File: src/rtl/spi_reg_reader.sv
// SPI mode-0 read engine for the nRF24L01: one command byte out, then 1..32 data bytes in.
// STATUS and each data byte are presented with one-cycle strobes; csn low for SETUP+(N+1)*16*CLK_DIV+HOLD cycles.
module spi_reg_reader #(
    parameter int CLK_DIV   = 2,
    parameter int CSN_SETUP = 1,
    parameter int CSN_HOLD  = 1
) (
    input  logic       clk_10,
    input  logic       rst,
    input  logic       start_rd,
    input  logic [7:0] cmd_byte,
    input  logic [5:0] rd_len,
    input  logic       miso,
    output logic       sck,
    output logic       mosi,
    output logic       csn,
    output logic [7:0] status_out,
    output logic       status_valid,
    output logic [7:0] rx_data,
    output logic       rx_valid,
    output logic       busy,
    output logic       done_rd
);
    localparam int CW = 16;

    typedef enum logic [1:0] {S_IDLE, S_SETUP, S_SHIFT, S_HOLD} state_t;

    state_t        r_state;
    state_t        w_state_nxt;
    logic [CW-1:0] r_cnt;
    logic          r_phase;
    logic [2:0]    r_bit;
    logic [5:0]    r_byte;
    logic [5:0]    r_len;
    logic [7:0]    r_cmd;
    logic [7:0]    r_shift;

    logic [CW-1:0] w_limit;
    logic          w_cnt_end;
    logic          w_accept;
    logic          w_rise;
    logic          w_fall;
    logic          w_byte_end;
    logic          w_last_byte;
    logic          w_hold_end;
    logic [5:0]    w_len_clamped;

    always_ff @(posedge clk_10 or posedge rst) begin
        if (rst) r_state <= S_IDLE;
        else     r_state <= w_state_nxt;
    end

    always_comb begin
        w_state_nxt = r_state;
        case (r_state)
            S_IDLE:  if (start_rd)    w_state_nxt = S_SETUP;
            S_SETUP: if (w_cnt_end)   w_state_nxt = S_SHIFT;
            S_SHIFT: if (w_last_byte) w_state_nxt = S_HOLD;
            S_HOLD:  if (w_cnt_end)   w_state_nxt = S_IDLE;
            default:                  w_state_nxt = S_IDLE;
        endcase
    end

    // One shared counter times the setup gap, each SCK half-period and the hold gap.
    always_comb begin
        w_limit = '0;
        case (r_state)
            S_SETUP: w_limit = CW'(CSN_SETUP - 1);
            S_SHIFT: w_limit = CW'(CLK_DIV - 1);
            S_HOLD:  w_limit = CW'(CSN_HOLD - 1);
            default: w_limit = '0;
        endcase
        w_cnt_end   = (r_cnt == w_limit);
        w_accept    = (r_state == S_IDLE) && start_rd;
        w_rise      = (r_state == S_SHIFT) && !r_phase && w_cnt_end;
        w_fall      = (r_state == S_SHIFT) && r_phase && w_cnt_end;
        w_byte_end  = w_fall && (r_bit == 3'd7);
        w_last_byte = w_byte_end && (r_byte == r_len);
        w_hold_end  = (r_state == S_HOLD) && w_cnt_end;
        if (rd_len == 6'd0)       w_len_clamped = 6'd1;
        else if (rd_len > 6'd32)  w_len_clamped = 6'd32;
        else                      w_len_clamped = rd_len;
    end

    always_ff @(posedge clk_10 or posedge rst) begin
        if (rst) begin
            r_cnt        <= '0;
            r_phase      <= 1'b0;
            r_bit        <= '0;
            r_byte       <= '0;
            r_len        <= '0;
            r_cmd        <= '0;
            r_shift      <= '0;
            sck          <= 1'b0;
            mosi         <= 1'b0;
            csn          <= 1'b1;
            status_out   <= '0;
            status_valid <= 1'b0;
            rx_data      <= '0;
            rx_valid     <= 1'b0;
            busy         <= 1'b0;
            done_rd      <= 1'b0;
        end else begin
            status_valid <= 1'b0;
            rx_valid     <= 1'b0;
            done_rd      <= 1'b0;

            if (w_cnt_end) r_cnt <= '0;
            else           r_cnt <= r_cnt + CW'(1);

            if (w_accept) begin
                r_cmd   <= cmd_byte;
                r_len   <= w_len_clamped;
                r_byte  <= '0;
                r_bit   <= '0;
                r_phase <= 1'b0;
                csn     <= 1'b0;
                busy    <= 1'b1;
                mosi    <= cmd_byte[7];
            end

            if (w_rise) begin
                sck     <= 1'b1;
                r_phase <= 1'b1;
                r_shift <= {r_shift[6:0], miso};
            end

            // Ones are shifted in behind the command so data bytes send 0xFF dummies.
            if (w_fall) begin
                sck     <= 1'b0;
                r_phase <= 1'b0;
                r_bit   <= r_bit + 3'd1;
                r_cmd   <= {r_cmd[6:0], 1'b1};
                mosi    <= w_last_byte ? 1'b0 : r_cmd[6];
            end

            if (w_byte_end) begin
                r_byte <= r_byte + 6'd1;
                if (r_byte == 6'd0) begin
                    status_out   <= r_shift;
                    status_valid <= 1'b1;
                end else begin
                    rx_data  <= r_shift;
                    rx_valid <= 1'b1;
                end
            end

            if (w_hold_end) begin
                csn     <= 1'b1;
                busy    <= 1'b0;
                done_rd <= 1'b1;
            end
        end
    end
endmodule

File: config.mk
export PLATFORM = sky130hd
export DESIGN_NAME = spi_reg_reader
export DESIGN_NICKNAME = d
export VERILOG_FILES = /design/src/rtl/spi_reg_reader.sv
export SDC_FILE = /design/constraint.sdc
export NUM_CORES = 1
export LEC_CHECK = 0
export CORE_UTILIZATION = 59
export CTS_CLUSTER_SIZE = 40
export DETAILED_ROUTE_END_ITERATION = 10
export PLACE_DENSITY_LB_ADDON = 0.05
export SYNTH_ARGS = -nofsm -noshare
export SYNTH_HDL_FRONTEND = slang
export SYNTH_SLANG_ARGS = --single-unit
File: constraint.sdc
create_clock -name clk_10 -period 5.55 [get_ports clk_10]
set_input_delay 1.665 -clock clk_10 [delete_from_list [all_inputs] [get_ports clk_10]]
set_output_delay 1.665 -clock clk_10 [all_outputs]
set_load 0.005 [all_outputs]
* Word level (Yosys, flattened, before mapping)
Cells that the tools add are included.
Storage, ports and cells: register bits after elaboration 72, bits of input ports 18, output and inout bits 23, logic and storage cells 83
Cells by class: add/subtract/negate cells 3, order comparisons 1, equality and inequality tests 10, muxes and demuxes 31, bitwise gates (word level) 1, reduce and logical (&&, ||, !) cells 20
Operators by type and width (number):
- two-way mux 6 bit | 4
- two-way mux 1 bit | 17
- adder 16 x 1 -> 16 bit, second input constant | 1
- == test 16 bit | 1
- two-way mux 16 bit | 1
- two-way mux 7 bit | 2
- logical NOT 6 bit | 2
- logical AND 1 bit | 8
- two-way mux 2 bit | 4
- != test 2 bit, second input constant | 4
- case mux 2 bit (4 select lines) | 1
- nonzero test 2 bit | 4
- adder 6 x 1 -> 6 bit, second input constant | 1
- == test 6 bit | 1
- greater-than comparator 6 bit, second input constant | 1
- two-way mux 3 bit | 2
- == test 2 bit, second input constant | 2
- AND reduction 2 bit | 2
- AND reduction 4 bit | 1
- adder 3 x 1 -> 3 bit, second input constant | 1
- == test 3 bit, second input constant | 1
- nonzero test 3 bit | 1
- == test 2 x 1 -> 1 bit, second input constant | 1
- logical NOT 2 bit | 1
- other kinds (2) | 2

* Longest topological paths before layout
Gate-level depths: netlist (run 1).
depth after elaboration 8, mapped depth 7, mapped depth without buffers 7

* Least setup slack after synthesis (run 1)
OpenSTA, ideal clock, no wires.
kind input -> register, from input start_rd, to register r_byte[3], library setup time 0.118 ns, arrival time 2.525 ns, required time 5.432 ns, slack 2.907 ns, cell stages on the path 4, path buffers 1, cells stage by stage and2_1 -> clkbuf_1 -> nor2_1 -> a21o_1
On the way: longest elaborated chain between the ends 2
RTL lines:
- start: declaration | line 10 | input logic start_rd,
- logical AND 1 bit | line 74 | w_accept = (r_state == S_IDLE) && start_rd;
- nonzero test 2 bit (no line)
- end signal: assignment | line 138 | r_byte <= r_byte + 6'd1;
- end: declaration | line 33 | logic [5:0] r_byte;
Every way passes these cells. A chain may end at the register's enable or synchronous reset.

* Final worst setup path (run 1)
from register csn, to output csn
RTL lines:
- start: declaration | line 16 | output logic csn,
- start signal: assignment | line 96 | csn <= 1'b1;
- start signal: assignment | line 117 | csn <= 1'b0;
- start signal: assignment | line 149 | csn <= 1'b1;
No word-level cell between the ends.

==> flow_summary.ini, run 1 <==
[timing]
rsz0062_at_grt = false
fin_crit_sh_pct = 54.4
clock_skew_ns = 0.0110
worst_hold_slack_ns = 0.500
max_slew.worst_pin.slew_ns = 0.941
finalHoldViolations = 0
finalSetupTns_ns = 0
fmaxAchievable_mhz = 331
period_minus_slack_ns = 3.02
setup_violations = 0
slew_viol_final = 0
relSlewSlack_pct = 37.2

[layout]
n_antenna_cell = 0
syn2layout_area_growth_pct = 19.1
finalNetCount = 354
regArea_mm2 = 0.00180
layout-drive-gt1-share_pct = 14.8
multiInputGateArea_mm2 = 0.00140
finalInstanceArea_mm2 = 0.00389
nFillCells = 366

[global_route]
grt_pass1_wl_um = 10500
grt_pass1_vias = 2295
gr-total-overflow = 0
grt_use_total_pct = 23.1
grt_antenna_before_repair = 0
grt_max_degree = 47

[setup_path]
slowest_delay_ns = 0.53
crit_type = register to output pin
crit_path_end_kind = output pin
crit_family = flip-flops
path_cells = clkdlybuf4s50_1
worstPathRequired_ns = 3.88
cp_slowest_cell = dfstp_2
crit_path_max_fanout = 2
startpoint_type = register
r2r_start = r_cnt[8]
crit_path_start = csn
arrival_ns = 1.35
cp.buffers_inverters = 1

[clock_network]
numCtsBuffers = 9
clk_latency_ns = 0.34
cts_tree = built
root_buffer = clkbuf_8
post_cts_resized = 0
cts_setup_buffers = 0
htree_levels = 3
clk_path_buf_depth = 2
holdBufCountCts = 0
path_clk_slew_ns = 0.07
clock_sinks = 72

[die]
ios = 41
fp-row-count = 26
fp.dieH_um = 76.4
die_area_mm2 = 0.00584
die_w_um = 76.4
start_util_pct = 62.8
coreArea_mm2 = 0.00520

[placement]
dp_hpwl_um = 4160
io_buffers = 40
placed_area_mm2 = 0.00373
gp_congestion = 0.783

[power]
p_total_mw = 1.42
peakVddDrop_v = 0.000223
power_leakage_nw = 1.85
powerDensity_mw_per_mm2 = 364

[synthesis]
yosysTopAreaCell = dfrtp_1
synthDistinctLibCells = 36
avgSynthCellArea_um2 = 11.7
ys.flop_type = dfrtp_1
async_flop_share_pct = 100
synth_warnings = 0
syn-num-nets = 308
synth_area_leaders = dfrtp_1 54%, mux2_2 9.0%, ha_1 3.8%, xor2_1 2.9%, nor2_1 2.8%
ys_ff_latch = 72
synth.most_common_cell = dfrtp_1
ys_seq_area_share_pct = 55.2
yosys.area.top_type_share_pct = 54.4
netlist_instances = 280
syn_area_mm2 = 0.00327
synth_common_cells = 71 x dfrtp_1, 26 x mux2_2, 24 x nor2_1
synth_edf_count = 0

[hold_path]
hold_class = register to register
min_from = busy

[route]
drc = 0
vias = 2217
dr.first_iter.drc_count = 96
drtAntennaViolNets = 0
drt_first_pass_iters = 4
routedWlPerCell_um = 15.1
routed_via_density = 5.53
wl_um = 6040

[run_status]
status = finished, final reports clean

[flow_run]
drv_cap = 0
## stage by stage
step / worst slack [ns] / utilization, % / cells
finish: 2.53 / 74.8 / 401
detailed placement: 2.31 / 71.7 / 385
global route: 2.48 / 74.8 / 401
floorplan: 2.06 / - / 280
global placement: 2.33 / 71.7 / 385
CTS: 2.51 / 74.8 / 401
## flip-flops by register name, indices dropped and copies added (netlist names), 2 cells and up
register    cells
status_out      8
r_state         2
r_byte          6
rx_data         8
r_cnt          16
r_shift         8
r_cmd           7
r_bit           3
r_len           6
## path summary, 6_finish.rpt
kind / end / slack, ns / cells after the start
min in group asynchronous: rx_data[3] / 1.85 / 2
setup reg to reg: status_out[0] / 3.10 / 5
setup / recovery: csn / 2.53 / 1
hold / removal: busy / 0.50 / 2
hold reg to reg: busy / 0.50 / 2
max in group asynchronous: r_shift[1] / 2.79 / 3
## report_power, final
part	internal, mW	switching (mW)
clock network	0.175	0.177
registers	0.632	0.0905
logic	0.177	0.166
## cells in the final DEF, fill, tap and decap left out, types with 3 or more instances in the layout
cell type / instances
mux2i_1: 8
dfrtp_1: 71
clkbuf_1: 5
nand4_1: 5
nand2_1: 18
and2_1: 3
or2_2: 3
xnor2_1: 9
nor4_1: 5
and3_1: 3
xor2_1: 11
a21o_1: 5
nand3_1: 16
a21oi_1: 13
nor2_1: 24
inv_1: 8
mux2_2: 26
o21ai_0: 9
clkdlybuf4s50_1: 40
clkbuf_8: 10
ha_1: 10
nand2b_1: 6
## logic make-up after synthesis
group | after synthesis | synth area share [%]
xor+xnor | 20 | 5.36
compound gates | 32 | 5.93
mux | 35 | 11.9
fa+ha+maj | 10 | 3.83
flops | 72 | 55.2
buf+inv | 15 | 1.99
simple gates | 96 | 15.9
## routing by layer
layer,vias to the layer above,GRT usage [%],share of wire (%),wire (um)
met3,13,5.51,4.5,273
met5,-,0,0,0
met4,0,11.2,1.7,104
met1,1091,29.1,45,2750
li1,1059,-,-,-
met2,54,37.7,48,2920
## worst min-delay path, cell delays in order (launching register included)
cell     delay, ns
dfrtp_1       0.34
nor2_1        0.05
nor2_1        0.07
## layout make-up
cell class | count | area share, %
timing repair buffer | 41 | 10.5
clock inverter | 1 | 0.129
sequential | 72 | 46.3
multi-input combinational | 193 | 36.0
inverter | 9 | 0.868
tap | 70 | 2.25
clock buffer | 15 | 4.02
Note: power is estimated with default switching activity, not from simulation.
==> inputs of run 2 (changes only) <==
--- a/config.mk
+++ b/config.mk
@@ -5,7 +5,7 @@
 export SDC_FILE = /design/constraint.sdc
 export NUM_CORES = 1
 export LEC_CHECK = 0
-export CORE_UTILIZATION = 59
+export CORE_UTILIZATION = 55
 export CTS_CLUSTER_SIZE = 40
 export DETAILED_ROUTE_END_ITERATION = 10
 export PLACE_DENSITY_LB_ADDON = 0.05
==> constraint.sdc (replaced) <==
create_clock -name clk_10 -period 2.91 [get_ports clk_10]
set_input_delay 0.873 -clock clk_10 [delete_from_list [all_inputs] [get_ports clk_10]]
set_output_delay 0.873 -clock clk_10 [all_outputs]
set_load 0.005 [all_outputs]
==> flow_summary.ini, run 2 (synthesis gave the netlist of run 1 again) <==
[layout]
regMostFlops = r_cnt
n_antenna_cell = 0
syn2layout_area_growth_pct = 22.9
largest_reg_flops = 16
final_util_pct = 71.6
final_cells = 405
layout-drive-gt1-share_pct = 16.8
final_cell_mix = 71 x dfrtp_1, 40 x clkdlybuf4s50_1, 26 x mux2_2, 24 x nor2_1, 18 x nand2_1
finalNetCount = 356
mostFrequentLayoutCell = dfrtp_1

[run_status]
status = finished, final reports clean

[route]
drtAntennaViolNets = 0
drt_first_pass_iters = 4
routedWlPerCell_um = 14.1
vias = 2131
wl_um = 5690
dr.first_iter.drc_count = 110
drc = 0
routed_via_density = 5.26

[power]
swShare_pct = 28.4
p_int_mw = 2.16
power_leakage_nw = 1.91
pwr-share-clk_pct = 32.6
powerDensity_mw_per_mm2 = 751
pwr-share-seq_pct = 45.8
p_comb_share_pct = 21.6
p_sw_mw = 0.857
peakVddDrop_v = 0.000546

[die]
die_area_mm2 = 0.00625
ios = 41
fp-row-count = 27
start_util_pct = 58.3
fp.dieH_um = 79.1
die_w_um = 79.1
coreArea_mm2 = 0.00561

[clock_network]
post_cts_resized = 0
holdBufCountCts = 0
cts_setup_buffers = 0
root_buffer = clkbuf_8
clk_latency_ns = 0.34
path_clk_slew_ns = 0.07
htree_levels = 3
cts_tree = built
clock_sinks = 72
clk_path_buf_depth = 2
numCtsBuffers = 9

[timing]
setup_violations = 0
relSlewSlack_pct = 61.3
finalWorstSetupSlack_ns = 0.529
rsz0062_at_grt = false
slew_viol_final = 0
finalSetupTns_ns = 0
fmaxAchievable_mhz = 420
max_slew.worst_pin.slew_ns = 0.580
fin_crit_sh_pct = 81.8
period_minus_slack_ns = 2.38
finalHoldViolations = 0
clock_skew_ns = 0.0117
worst_hold_slack_ns = 0.496

[global_route]
grt_max_degree = 73
gr-total-overflow = 0
grt_use_total_pct = 20.6
grt_antenna_before_repair = 0
grt_pass1_vias = 2076
grt_pass1_wl_um = 9660

[placement]
io_buffers = 40
dp_hpwl_um = 3960
placedCellCount = 389
dp_slack_ns = 0.432
gp_congestion = 0.741

[setup_path]
crit_path_max_fanout = 8
startpoint_type = register
ff2ff_path_depth = 5
crit_type = register to register
crit_path_end_kind = register
worstPathRequired_ns = 3.13
arrival_ns = 2.60

[hold_path]
hold_class = register to register
hold-path-cell-count = 1

[flow_run]
drv_cap = 0
==> run 2: area by class of cell <==
cell class | count | area (um^2)
clock buffers | 11 | 151
clock inverters | 5 | 103
flip-flops and latches | 72 | 1800
well taps | 72 | 90.1
inverters | 9 | 33.8
repair buffers | 43 | 435
multi-input cells | 193 | 1400
fillers | 431 | 1590
==> run 2: per-stage QoR <==
stage          cell area, um^2  total power [mW]
3_3_place_gp              3760              2.03
2_1_floorplan             3270              1.85
3_5_place_dp              3760              2.06
4_1_cts                   4020              3.05
5_1_grt                   4020              3.19
6_report                  4020              3.02
==> run 2: metal layers <==
| layer | GRT usage (%) | wire length [um] | vias up | share of wire [%] |
|---|---|---|---|---|
| met5 | 0 | 0 | - | 0 |
| met3 | 4.71 | 158 | 6 | 2.8 |
| met2 | 32.8 | 2680 | 26 | 47 |
| met1 | 26.3 | 2780 | 1034 | 49 |
| li1 | - | - | 1065 | - |
| met4 | 10.4 | 80 | 0 | 1.4 |
==> run 2: worst paths after layout <==
check / endpoint / slack (ns) / start
worst max-delay path: status_out[0] / 0.53 / r_cnt[8]
worst min-delay path: sck / 0.50 / sck
worst max register to register: status_out[0] / 0.53 / r_cnt[8]
worst min register to register: sck / 0.50 / sck
max in group asynchronous: csn / 1.65 / rst
min in group asynchronous: r_cnt[10] / 0.93 / rst
==> run 2: power by group through the flow <==
stage          Combinational, mW  Clock (mW)  Sequential, mW
2_1_floorplan              0.489           0            1.36
3_5_place_dp               0.655           0            1.40
6_report                   0.653       0.984            1.38
4_1_cts                    0.660        1.00            1.38
3_3_place_gp               0.637           0            1.39
5_1_grt                    0.741        1.04            1.41
==> run 2: critical path, cell delays in order, from the launching register on <==
cell	delay (ns)
dfrtp_1	0.44
nor4_2	0.35
nand4_1	0.21
or3_1	0.63
nor2_8	0.26
mux2_2	0.36
